--- config.mk ---
export PLATFORM = sky130hd
export DESIGN_NAME = bus_timer_responder_flat
export DESIGN_NICKNAME = d
export VERILOG_FILES = /design/src/rtl/bus_timer_responder_if.sv /design/src/rtl/bus_timer_responder.sv /design/src/flat_wrapper.sv
export SDC_FILE = /design/constraint.sdc
export NUM_CORES = 1
export LEC_CHECK = 0
export ABC_AREA = 0
export CAP_MARGIN = 40
export CORE_MARGIN = 3
export CORE_UTILIZATION = 27
export DETAILED_ROUTE_END_ITERATION = 12
export PLACE_DENSITY_LB_ADDON = 0.05
export SYNTH_ARGS = -nofsm -noshare
export SYNTH_HDL_FRONTEND = slang
export SYNTH_SLANG_ARGS = --single-unit
export TNS_END_PERCENT = 1
--- constraint.sdc ---
create_clock -name clock -period 1.8 [get_ports clock]
set_input_delay 0.45 -clock clock [delete_from_list [all_inputs] [get_ports clock]]
set_output_delay 0.45 -clock clock [all_outputs]
set_load 0.01 [all_outputs]
--- src/rtl/bus_timer_responder_if.sv ---
// CPU data-bus bundle shared by the memory block and bus_timer_responder.
// The master side drives address/write data/strobe; a responder returns
// registered read data plus a hit flag so the top level can mux read paths.
interface bus_timer_responder_if;
  logic [7:0] address;
  logic [7:0] data_in;
  logic       write;
  logic [7:0] data_out;
  logic       hit;

  modport master (
    output address,
    output data_in,
    output write,
    input  data_out,
    input  hit
  );

  modport slave (
    input  address,
    input  data_in,
    input  write,
    output data_out,
    output hit
  );
endinterface

--- src/rtl/bus_timer_responder.sv ---
// Memory-mapped timer responder: 8-byte register window at BASE_ADDR with
// prescaled counter, compare match flag, interrupt and 1-cycle registered
// read data. Optional input capture is built when TIMER_CAPTURE_EN is defined;
// without it capture_in is ignored and CAPTURE / STATUS bit2 read 0.
module bus_timer_responder #(
  parameter logic [7:0] BASE_ADDR = 8'hD8,
  parameter int         CNT_W     = 8
) (
  input  logic                  clock,
  input  logic                  reset,
  bus_timer_responder_if.slave  bus,
  output logic                  irq,
  input  logic                  capture_in
);

  logic             sel;
  logic [2:0]       offset;
  logic             wr;
  logic             tick;
  logic             match_set;

  logic             enable_q, enable_d;
  logic             auto_reload_q, auto_reload_d;
  logic             irq_en_q, irq_en_d;
  logic [CNT_W-1:0] prescale_q, prescale_d;
  logic [CNT_W-1:0] compare_q, compare_d;
  logic [CNT_W-1:0] count_q, count_d;
  logic [CNT_W-1:0] pcnt_q, pcnt_d;
  logic             match_flag_q, match_flag_d;
  logic [7:0]       data_out_q, data_out_d;
  logic             hit_q, hit_d;
  logic             irq_q, irq_d;

  logic [7:0]       capture_rd;
  logic             capture_flag_rd;

  assign sel    = (bus.address[7:3] == BASE_ADDR[7:3]);
  assign offset = bus.address[2:0];
  assign wr     = bus.write && sel;

`ifdef TIMER_CAPTURE_EN
  logic             cap_sync1_q, cap_sync2_q, cap_prev_q;
  logic             cap_rise;
  logic [CNT_W-1:0] capture_q, capture_d;
  logic             capture_flag_q, capture_flag_d;

  assign cap_rise        = cap_sync2_q && !cap_prev_q;
  assign capture_rd      = capture_q;
  assign capture_flag_rd = capture_flag_q;

  // Synchronize the asynchronous capture strobe and hold the captured value.
  always_ff @(posedge clock or posedge reset) begin
    if (reset) begin
      cap_sync1_q    <= 1'b0;
      cap_sync2_q    <= 1'b0;
      cap_prev_q     <= 1'b0;
      capture_q      <= '0;
      capture_flag_q <= 1'b0;
    end else begin
      cap_sync1_q    <= capture_in;
      cap_sync2_q    <= cap_sync1_q;
      cap_prev_q     <= cap_sync2_q;
      capture_q      <= capture_d;
      capture_flag_q <= capture_flag_d;
    end
  end
`else
  logic unused_capture_in;
  assign unused_capture_in = capture_in;
  assign capture_rd        = 8'h00;
  assign capture_flag_rd   = 1'b0;
`endif

  // Next-state: prescaler, counter/compare, bus writes (win over ticks) and read mux.
  always_comb begin
    enable_d      = enable_q;
    auto_reload_d = auto_reload_q;
    irq_en_d      = irq_en_q;
    prescale_d    = prescale_q;
    compare_d     = compare_q;
    count_d       = count_q;
    match_flag_d  = match_flag_q;
    pcnt_d        = '0;
    match_set     = 1'b0;
    data_out_d    = 8'h00;
    hit_d         = sel;
    irq_d         = match_flag_q && irq_en_q;
`ifdef TIMER_CAPTURE_EN
    capture_d      = capture_q;
    capture_flag_d = capture_flag_q;
    if (cap_rise) capture_d = count_q;
`endif

    tick = enable_q && (pcnt_q == prescale_q);
    if (enable_q && !tick) pcnt_d = pcnt_q + 1'b1;

    if (tick) begin
      if (count_q == compare_q) begin
        match_set = 1'b1;
        if (auto_reload_q) count_d = '0;
        else               enable_d = 1'b0;
      end else begin
        count_d = count_q + 1'b1;
      end
    end

    if (wr) begin
      case (offset)
        3'd0: begin
          enable_d      = bus.data_in[0];
          auto_reload_d = bus.data_in[1];
          irq_en_d      = bus.data_in[3];
          if (bus.data_in[0] && !enable_q) pcnt_d = '0;
        end
        3'd1: begin
          prescale_d = bus.data_in;
          pcnt_d     = '0;
        end
        3'd2: compare_d = bus.data_in;
        3'd3: count_d   = bus.data_in;
        3'd4: begin
          if (bus.data_in[0]) match_flag_d = 1'b0;
`ifdef TIMER_CAPTURE_EN
          if (bus.data_in[2]) capture_flag_d = 1'b0;
`endif
        end
        default: ;
      endcase
    end

    if (match_set) match_flag_d = 1'b1;
`ifdef TIMER_CAPTURE_EN
    if (cap_rise) capture_flag_d = 1'b1;
`endif

    if (sel) begin
      case (offset)
        3'd0: data_out_d = {4'b0000, irq_en_q, 1'b0, auto_reload_q, enable_q};
        3'd1: data_out_d = prescale_q;
        3'd2: data_out_d = compare_q;
        3'd3: data_out_d = count_q;
        3'd4: data_out_d = {5'b00000, capture_flag_rd, enable_q, match_flag_q};
        3'd5: data_out_d = capture_rd;
        default: data_out_d = 8'h00;
      endcase
    end
  end

  // State register; reset clears every register, the prescaler and the outputs.
  always_ff @(posedge clock or posedge reset) begin
    if (reset) begin
      enable_q      <= 1'b0;
      auto_reload_q <= 1'b0;
      irq_en_q      <= 1'b0;
      prescale_q    <= '0;
      compare_q     <= '0;
      count_q       <= '0;
      pcnt_q        <= '0;
      match_flag_q  <= 1'b0;
      data_out_q    <= 8'h00;
      hit_q         <= 1'b0;
      irq_q         <= 1'b0;
    end else begin
      enable_q      <= enable_d;
      auto_reload_q <= auto_reload_d;
      irq_en_q      <= irq_en_d;
      prescale_q    <= prescale_d;
      compare_q     <= compare_d;
      count_q       <= count_d;
      pcnt_q        <= pcnt_d;
      match_flag_q  <= match_flag_d;
      data_out_q    <= data_out_d;
      hit_q         <= hit_d;
      irq_q         <= irq_d;
    end
  end

  assign bus.data_out = data_out_q;
  assign bus.hit      = hit_q;
  assign irq          = irq_q;

endmodule

--- src/flat_wrapper.sv ---
// flat-port wrapper written by rule: the top's interface ports become plain ports
module bus_timer_responder_flat 
#(
  parameter logic [7:0] BASE_ADDR = 8'hD8,
  parameter int         CNT_W     = 8
)
  (clock, reset, irq, capture_in, bus_address, bus_data_in, bus_write, bus_data_out, bus_hit);
  bus_timer_responder_if bus_i ();
  input  logic clock;
  input  logic reset;
  output logic irq;
  input  logic capture_in;
  input wire logic [$bits(bus_i.address)-1:0] bus_address;
  input wire logic [$bits(bus_i.data_in)-1:0] bus_data_in;
  input wire logic [$bits(bus_i.write)-1:0] bus_write;
  output wire logic [$bits(bus_i.data_out)-1:0] bus_data_out;
  output wire logic [$bits(bus_i.hit)-1:0] bus_hit;
  assign bus_i.address = bus_address;
  assign bus_i.data_in = bus_data_in;
  assign bus_i.write = bus_write;
  assign bus_data_out = bus_i.data_out;
  assign bus_hit = bus_i.hit;
  bus_timer_responder #(.BASE_ADDR(BASE_ADDR), .CNT_W(CNT_W)) u_core (.clock(clock), .reset(reset), .bus(bus_i), .irq(irq), .capture_in(capture_in));
endmodule
# == Word level (Yosys, flattened, before mapping) ==
# Index checks and enable logic that the tools add are counted.
# word_totals
regBits,46
inputBits,20
output_inout_bits,10
wordCells,57
# classes
n_addsub,2
n_eq_ne,7
n_mux,22
n_reduce_logical,15
# op_table
cell,n
8-bit 2-to-1 mux,9
8-bit case mux with 5 select lines,1
8-bit by 1-bit adder with 8-bit output (second input constant),2
8-bit == test,2
8-bit case mux with 2 select lines,1
1-bit 2-to-1 mux,11
3-bit by 2-bit == test with 1-bit output (second input constant),2
2-bit AND reduction,3
2-bit nonzero test,3
5-bit == test (second input constant),1
1-bit logical AND,5
3-bit by 1-bit == test with 1-bit output (second input constant),1
3-bit == test (second input constant),1
3-bit zero test,1
3-bit AND reduction,1
1-bit zero test,2

# == Logic depth before layout (Yosys ltp) ==
# Gate-level depths: netlist of run 1.
# logic_depth
ltp_word,8
ltp_mapped,7
mapped_depth_nobuf,6

# == Worst setup path after synthesis of run 1 ==
# OpenSTA, ideal clock, no wires.
# synth_timing
kind,input to register
startpoint,input port bus_address[5]
endpoint,register u_core.pcnt_q[2]
setup_time_ns,0.128
arrival_time_ns,1.676
t_required_ns,1.672
path_slack_ns,-0.005
path_stages,7
path_buffers,2
path_cell_list,nand4b_1 > nor4_2 > and3b_1 > buf_2 > or2_1 > clkbuf_1 > nor2_1
# synth_between
elab_chain_len,3
# synth_rtl
element,line,text
from (decl),flat_wrapper.sv:13,input wire logic [$bits(bus_i.address)-1:0] bus_address;
5-bit == test,bus_timer_responder.sv:37,assign sel = (bus.address[7:3] == BASE_ADDR[7:3]);
1-bit logical AND,bus_timer_responder.sv:39,assign wr = bus.write && sel;
8-bit 2-to-1 mux,bus_timer_responder.sv:107,if (wr) begin
net u_core.pcnt_d[2],bus_timer_responder.sv:28,"logic [CNT_W-1:0] pcnt_q, pcnt_d;"
to (signal assigned),bus_timer_responder.sv:170,pcnt_q <= pcnt_d;
to (decl),bus_timer_responder.sv:28,
# The timed path passes the listed nets, and every way through them passes these cells.
# A chain may end at the register's enable or synchronous reset.

# == Worst setup path in the final report of run 1 ==
# layout_timing
startpoint,register u_core.pcnt_q[7]
endpoint,register u_core.count_q[2]
# layout_between
elab_chain_len,5
# layout_rtl
element,line,text
8-bit == test (*),bus_timer_responder.sv:94,tick = enable_q && (pcnt_q == prescale_q);
1-bit logical AND (*),bus_timer_responder.sv:94,
8-bit 2-to-1 mux (*),bus_timer_responder.sv:97,if (tick) begin
8-bit 2-to-1 mux,bus_timer_responder.sv:108,case (offset)
8-bit 2-to-1 mux (*),bus_timer_responder.sv:107,
net u_core.count_d[2],bus_timer_responder.sv:27,"logic [CNT_W-1:0] count_q, count_d;"
to (signal assigned),bus_timer_responder.sv:169,count_q <= count_d;
to (decl),bus_timer_responder.sv:27,
# Mark *: on every way through the listed nets, which the timed path passes. The rest lies on a longest branch.

==> results_dict.tcl, run 1 <==
set metrics [dict create \
    reg2regPathDepth 7 \
    finalWorstSetupSlack_ps -2.72 \
    crit_start "u_core.pcnt_q[7]" \
    r2r_slack_ps -3 \
    setup_viol 1 \
    die_height_um 101 \
    grt_overflow 0 \
    nNetsFinal 334 \
    synth_area_per_cell_um2 10.9 \
    wl_um 6850 \
    path_common_cell "buf_4" \
    path_buf_inv 2 \
    syn_area_um2 2450 \
    std_cell_rows 34 \
    cap_viol_max_count 0 \
    r2r_start "u_core.pcnt_q[7]" \
    critPathRequiredTime_ps 2010 \
    cp.arrival_ps 2020 \
    ant_nets 0 \
    outcome "finished with violations" \
    h-tree-depth 2 \
    ioPinCount 30 \
    crit_chain "xnor2_1, nand4_1, buf_4, buf_4, o41ai_2, nand2_1, a31oi_1" \
    slew_headroom 0.744 \
    violations "negative setup slack" \
    cp.depth 7 \
    slowest_delay_ps 410 \
    async_flop_share 1.00 \
    drive_above_1_share 0.316 \
    yosys_register_bits 46 \
    yosysTopAreaCellShare 0.470 \
    grt_max_degree 47 \
    fp.dieArea_um2 10300 \
    min_period_ps 1800 \
    cp-start-kind "register" \
    rsz0062_at_grt "yes" \
    cts_tree "done" \
    dp.cells 410 \
    skew_ps 4.49 \
    register_area_um2 1150 \
    seq_area_frac_synth 0.470 \
    multiInputGateArea_um2 1290 \
    final_cells 421 \
    place_ws_ps -484 \
    via_per_inst 4.65 \
    crit_type "reg -> reg" \
    hold_viol 0 \
    yosys_warnings 0 \
    clock_path_buffers 2 \
    cts_hold_buf 0 \
    antenna_cells 0 \
    initial_core_util 0.280 \
    cts_root_buf "clkbuf_8" \
    crit_slowest_cell "dfrtp_1" \
    grt_usage 0.146 \
    critPathMaxFanout 4 \
    drt-pass1-iter-count 5 \
    synth_edf_count 0 \
    yosys-top-cells-area "dfrtp_1, mux2_1, xor2_1, nor2_1, xnor2_1" \
    synth_top_area_cell "dfrtp_1" \
    io_buffers 28 \
    reg2reg_to "u_core.count_q[2]" \
    clkSlewWorstSetupHoldPaths_ps 80 \
    min_period_over_period 1.00 \
    ys.flop_type "dfrtp_1" \
    final_common_cell "buf_4" \
    via_count 1959 \
    yosysUniqueCellTypes 42 \
    coreArea_um2 8760 \
    cts_buffers 5 \
    grt_pass1_wl_um 11400 \
    wl_per_cell_um 16.3 \
    setup.worst_path.end_class "register" \
    grt_pass1_vias 2055 \
    synth_nets 246 \
    place.gp.congestion 0.810 \
    hpwl_um 5360 \
    p_per_area_nw_per_um2 822 \
    vdd_drop_max_mv 0.407 \
    clk_latency_ps 290 \
    p_leak_nw 1.65 \
    grt_antenna_before_repair 0 \
    max_freq_mhz 555 \
    clock_sinks 46 \
    worstMarginPinSlew_ps 382 \
    fill_cells 880 \
    critPathTopFamily "compound AO/OA/AOI/OAI gates" \
    hold_class "in -> async" \
    final_cell_mix "buf_4, dfrtp_1, nor2_1" \
    crit_end "u_core.count_q[2]" \
    drc 0 \
    syn_inst 224 \
    timing.hold.ws_ps 509 \
    drt_iter0_markers 58 \
    die_w_um 101 \
    slew_viol_final 0 \
    syn2layout_area_growth_pct 43.1 \
]
## worst reg2reg max path, delay by kind of cell (launching register included)
kind                      cells  cell delay, ps
xor gates and xnor gates      1             170
DFF                           1             410
AOI/OAI and AO/OA             2             450
buffers and inverters         2             360
and+or+nand+nor               2             330
## per-stage QoR
step	power (mW)	setup TNS [ps]	util	instance area [um2]
2_1_floorplan	1.71	0	-	2470
3_3_place_gp	2.13	-16500	0.377	3310
4_1_cts	2.90	-62.2	0.394	3460
5_1_grt	3.07	-504	0.400	3510
6_report	2.88	-2.72	0.400	3510
3_5_place_dp	2.12	-16450	0.377	3310
## worst min-delay path by stage
stage / from / endpoint / cells past startpoint
detailed placement: u_core.irq_en_q / u_core.irq / 1
global placement: u_core.irq_en_q / u_core.irq / 1
finish: reset / u_core.pcnt_q[2] / 3
global route: reset / u_core.pcnt_q[2] / 3
floorplan: u_core.irq_en_q / u_core.irq / 1
CTS: reset / u_core.pcnt_q[2] / 3
## synthesized netlist by cell type, drive strengths merged (6+ instances only)
cell type / instances
dfrtp: 46
o21ai: 13
xnor2: 9
mux2: 24
a31oi: 6
nand3: 10
xor2: 13
a21oi: 7
nor2: 24
inv: 6
nand2: 8
## metal layers
| layer | wire length (um) | track usage |
|---|---|---|
| met5 | 0 | 0 |
| met4 | 51 | 0.0389 |
| met3 | 176 | 0.0213 |
| met2 | 3130 | 0.222 |
| met1 | 3490 | 0.215 |
## power by group
group / leakage, nW / internal (mW) / switching [mW]
clock: 0.0575 / 0.388 / 0.342
combinational: 0.987 / 0.473 / 0.477
sequential: 0.604 / 1.12 / 0.0885
## logic make-up (layout without fill, tap and decap cells)
family / after synthesis / count (layout) / synth area share
AOI/OAI and AO/OA: 39 / 39 / 0.102
xor gates and xnor gates: 22 / 22 / 0.0817
adders and majority gates: 2 / 2 / 0.0102
buffers and inverters: 14 / 103 / 0.0255
DFF: 46 / 46 / 0.470
muxes: 27 / 27 / 0.139
and+or+nand+nor: 74 / 74 / 0.172
## timing repair
item | 4_1_cts | 5_1_grt
buffers inserted | 0 | 3
cloned | 0 | 0
endpoints found under the hold margin | 0 | 0
gates resized for setup | 8 | 13
pin swaps | 7 | 5
endpoints found under the setup margin | 35 | 36
## cell type report
class	count	area share
Inverter	6	0.00642
Multi-Input combinational cell	164	0.369
Sequential cell	46	0.328
Timing Repair Buffer	89	0.227
Tap cell	108	0.0385
Clock buffer	8	0.0314
## state kept, by name (all words and copies together), names as in the netlist
signal                count
u_core.auto_reload_q      1
u_core.pcnt_q             8
u_core.irq_en_q           1
u_core.bus.hit            1
u_core.match_flag_q       1
u_core.compare_q          8
u_core.prescale_q         8
u_core.bus.data_out       8
u_core.irq                1
u_core.enable_q           1
u_core.count_q            8
No activity file was read; power rests on OpenSTA's default activity.
==> run 2: changes to the inputs <==
--- a/config.mk
+++ b/config.mk
@@ -7,7 +7,7 @@
 export LEC_CHECK = 0
 export ABC_AREA = 0
 export CAP_MARGIN = 40
-export CORE_MARGIN = 3
+export CORE_MARGIN = 1.5
 export CORE_UTILIZATION = 27
 export DETAILED_ROUTE_END_ITERATION = 12
 export PLACE_DENSITY_LB_ADDON = 0.05
==> run 2 against run 1 <==
The flow now finishes without violations. Sequential cell count is the same. Sequential power barely moved. Critical path type unchanged. Setup slack gained 12 ps. Clock skew grew 1.8 ps. Combinational power rose by 4.1%. Die area decreased by 5.8%. Wire length up 6.3%. Critical endpoint is now u_core.count_q[3]. Global-route usage increased by 1.5 points. Core utilization up 1.2 points.
==> results_dict.tcl, run 2 (synthesis results as in run 1) <==
set metrics [dict create \
    drc 0 \
    clkSlewWorstSetupHoldPaths_ps 90 \
    comb_power_share 0.352 \
    crit_slowest_cell "nor4_4" \
    dp.cells 413 \
    initial_core_util 0.280 \
    outcome "completed" \
    clock_path_buffers 2 \
    drt-pass1-iter-count 4 \
    grt_antenna_before_repair 0 \
    syn2layout_area_growth_pct 47.5 \
    cp-start-kind "register" \
    hold_viol 0 \
    h-tree-depth 2 \
    fp.dieArea_um2 9660 \
    setup_tns_ps 0 \
    skew_ps 6.33 \
    crit_chain "xor2_1, nor4_4, nand2_4, mux2_4, a311oi_2" \
    clk_latency_ps 300 \
    min_period_over_period 0.995 \
    internal_power_mw 1.87 \
    grt_pass1_vias 2122 \
    worstMarginPinSlew_ps 354 \
    top_usage_layer "met2" \
    met3_usage 0.0265 \
    setup.worst_path.end_class "register" \
    p_leak_nw 1.68 \
    std_cell_rows 34 \
    slew_headroom 0.761 \
    nNetsFinal 342 \
    wl_um 7280 \
    slowest_delay_ps 420 \
    setup_viol 0 \
    grt_pass1_wl_um 11900 \
    p_per_area_nw_per_um2 777 \
    path_buf_inv 0 \
    r2r_slack_ps 9 \
    ant_nets 0 \
    drt_iter0_markers 57 \
    min_period_ps 1790 \
    drive_above_1_share 0.381 \
    cts_root_buf "clkbuf_8" \
    antenna_cells 0 \
    power.share.switching 0.334 \
    clock_sinks 46 \
    cts_tree "done" \
    grt_usage 0.161 \
    max_freq_mhz 558 \
    hpwl_um 5480 \
    cap_viol_max_count 0 \
    critPathTopFamily "simple AND/OR/NAND/NOR gates" \
    seqPwrFrac 0.429 \
    final_common_cell "buf_4" \
    die_w_um 98.3 \
    final_cells 428 \
    p_clk_frac 0.219 \
    use_met2 0.243 \
    coreArea_um2 8760 \
    place.gp.congestion 0.790 \
    met1_usage 0.237 \
    p_sw_uw 937 \
    die_height_um 98.3 \
    ioPinCount 30 \
    grt_overflow 0 \
    timing.hold.ws_ps 420 \
    via_per_inst 4.78 \
    final_cell_mix "buf_4, dfrtp_1, nor2_1" \
    grt_max_degree 35 \
    rsz0062_at_grt "yes" \
    cp.arrival_ps 1990 \
    hold_class "in -> async" \
    via_count 2046 \
    cts_hold_buf 0 \
    wl_per_cell_um 17.0 \
    vdd_drop_max_mv 0.400 \
    slew_viol_final 0 \
    critPathRequiredTime_ps 2000 \
    io_buffers 28 \
    crit_type "reg -> reg" \
    critPathMaxFanout 4 \
    cts_buffers 5 \
]
run 2: timing repair:
| item | CTS | global route |
|---|---|---|
| gates cloned | 1 | 0 |
| pin swaps | 3 | 16 |
| buffers inserted | 4 | 3 |
| endpoints found under the setup margin | 34 | 36 |
| resized for setup | 20 | 23 |
run 2: through the flow:
step                area (um2)  setup slack, ps  total power [mW]   util
floorplan                 2470             5.79              1.71      -
finish                    3610             9.30              2.81  0.412
global route              3610            -72.4              3.00  0.412
detailed placement        3330             -497              2.14  0.380
CTS                       3500            -23.9              2.78  0.400
global placement          3330             -465              2.15  0.380
run 2: worst paths after layout:
kind	start	to	cells past startpoint
min	reset	u_core.pcnt_q[6]	2
max in group asynchronous	reset	u_core.enable_q	3
max	u_core.compare_q[5]	u_core.count_q[3]	5
min reg2reg	u_core.irq_en_q	u_core.irq	1
min in group clock	u_core.irq_en_q	u_core.irq	1
max reg2reg	u_core.compare_q[5]	u_core.count_q[3]	5
run 2: power by group through the flow:
stage / sequential (mW) / clock [mW] / combinational (mW)
final: 1.20 / 0.616 / 0.989
after floorplan: 1.22 / 0 / 0.495
after global placement: 1.23 / 0 / 0.925
after global routing: 1.22 / 0.695 / 1.09
after detailed placement: 1.22 / 0 / 0.914
after CTS: 1.20 / 0.645 / 0.935
run 2: area by class of cell:
cell class                 instances  area (um2)
timing repair buffer              97         866
sequential                        46        1150
inverter                           6        22.5
clock buffer                       5        68.8
tap                              108         135
multi-input combinational        164        1360
fill                             880        5150
clock inverter                     2        10.0
run 2: layer usage:
layer / up-vias / part of all wire
met5: - / 0
met4: 0 / 0.011
met3: 6 / 0.039
met2: 37 / 0.46
met1: 1008 / 0.49
li1: 995 / -
==> edit (config.mk and constraints of run 2) <==
Build with the macro `TIMER_CAPTURE_EN` defined.
--- a/src/rtl/bus_timer_responder.sv
+++ b/src/rtl/bus_timer_responder.sv
@@ -4,2 +4,4 @@
 // without it capture_in is ignored and CAPTURE / STATUS bit2 read 0.
+`define TIMER_CAPTURE_EN
+
 module bus_timer_responder #(
Function: changed (a bounded check fails within 10 cycles, from zero or initial values and one cycle with reset high).
==> edit against run 2 <==
- the flow now finishes with violations (setup timing)
- area after synthesis up 21%
- setup slack got worse by 110 ps
- cell area is 14% higher
- sequential cell count up 12
- sequential share of layout area is 3.3 points higher
- power rose by 47%
- wire length grew 17%
- clock power grew 75%
- first-iteration DRC count rose by 77%
==> edit: results (changes against run 2) <==
[run_status]
status=finished with violations  ; was completed
violations=setup timing

[global_routing]
track_usage_pct=16.0  ; was 16.1%
met2_usage_pct=24.5  ; was 24.3%
grt.busiest_layer=met2  ; unchanged
use_met1_pct=21.7  ; was 23.7%
met3_usage_pct=3.93  ; was 2.65%
grt_first_pass_wirelength_um=13600  ; was 11,900 um

[yosys]
synth.distinct_cells=45  ; was 42
muxShareOfSynthArea_pct=14.3  ; was 13.9%
syn_nets=288  ; was 246
synthXorXnorAreaFrac_pct=6.52  ; was 8.17%
netlist_top_cells_count=dfrtp_1 (58), mux2_2 (30), nor2_1 (22), nand2_1 (17), xnor2_1 (12)  ; was dfrtp_1 (46), nor2_1 (24), mux2_1 (18), xor2_1 (12), nand3_1 (10)
synth_compound_area_share_pct=8.85  ; was 10.2%
synth-adder-area-share_pct=0.847  ; was 1.02%
ys_seq_area_share_pct=49.1  ; was 47.0%
synth_area_leaders=dfrtp_1 (49%), mux2_2 (11%), xnor2_1 (3.6%)  ; was dfrtp_1 (47%), mux2_1 (8.3%), xor2_1 (4.3%)

[worst_setup_path]
r2r_cells=6  ; was 5
r2r-start=u_core.prescale_q[2]  ; was u_core.compare_q[5]
r2r-end=u_core.count_q[2]  ; was u_core.count_q[3]
cp.arrival_ps=2160  ; was 1990 ps
crit_path_start=u_core.prescale_q[2]  ; was u_core.compare_q[5]
crit_path_max_fanout=6  ; was 4
worstSetupEndpoint=u_core.count_q[2]  ; was u_core.count_q[3]

[route]
vias=2401  ; was 2,046
dr_wl_met3_um=265  ; was 284 um
wl_met1_um=4210  ; was 3570 um
wl_per_cell_um=16.8  ; was 17.0 um
drt_iter0_drc=101  ; was 57
first_pass_iters=4  ; unchanged
dr_wl_met2_um=3900  ; was 3350 um

[placement]
place_area_sq_um=3890  ; was 3330 sq um
routabilityCongestion=0.776  ; was 0.790
dp_hpwl_um=6400  ; was 5480 um
port_buffers=29  ; was 28

[pwr]
power_frac_comb_pct=33.8  ; was 35.2%
p_leak_uw=0.00188  ; was 0.00168 uW
peakVddDrop_v=0.000509  ; was 0.000400 V
pwr-share-clk_pct=26.2  ; was 21.9%

[clock_network]
numCtsBuffers=9  ; was 5
htreeDepth=3  ; was 2
cts_buffer_depth=2  ; unchanged
clk_latency_ps=340  ; was 300 ps

[timing]
timing.final.ws_setup_ps=-106  ; was 9.30 ps
slew_headroom_pct=75.8  ; was 76.1%
whs_ps=353  ; was 420 ps
tns_ps=-421  ; was 0 ps
finalSetupViolations=5  ; was 0

[min_path]
hold_path.class=flop to flop  ; was input port to asynchronous set/reset pin

[cells_and_area]
fillCellCount=1128  ; was 880
layout-drive-gt1-share_pct=34.9  ; was 38.1%
final_nets=384  ; was 342

edit: worst max-delay path, cell delays in order (launching register included):
cell and delay [ps]:
dfrtp_1 390, xor2_1 190, nor4_4 340, nand3_2 190
buf_6 170, or4_1 390, a31oi_1 140
edit: area by class of cell:
class	instances	area share, %
flip-flops and latches	58	35.1
clock inverters	5	0.727
clock buffers	11	3.42
repair buffers	97	20.4
multi-input cells	190	35.4
inverters	6	0.636
well taps	140	4.24
edit: per-stage QoR:
stage               total power, uW  instances  utilization [%]  worst slack, ps
global placement               3020        490             36.2             -484
global route                   4420        507             38.4             -239
CTS                            4160        507             38.1             -121
detailed placement             3030        490             36.2             -481
finish                         4120        507             38.4             -106
floorplan                      2420        266                -            -17.7
edit: repair_timing:
action / CTS / global route
pin swaps: 7 / 2
setup endpoints to repair: 36 / 36
setup buffers: 1 / 0
resized for setup: 10 / 11
gates cloned: 0 / 0
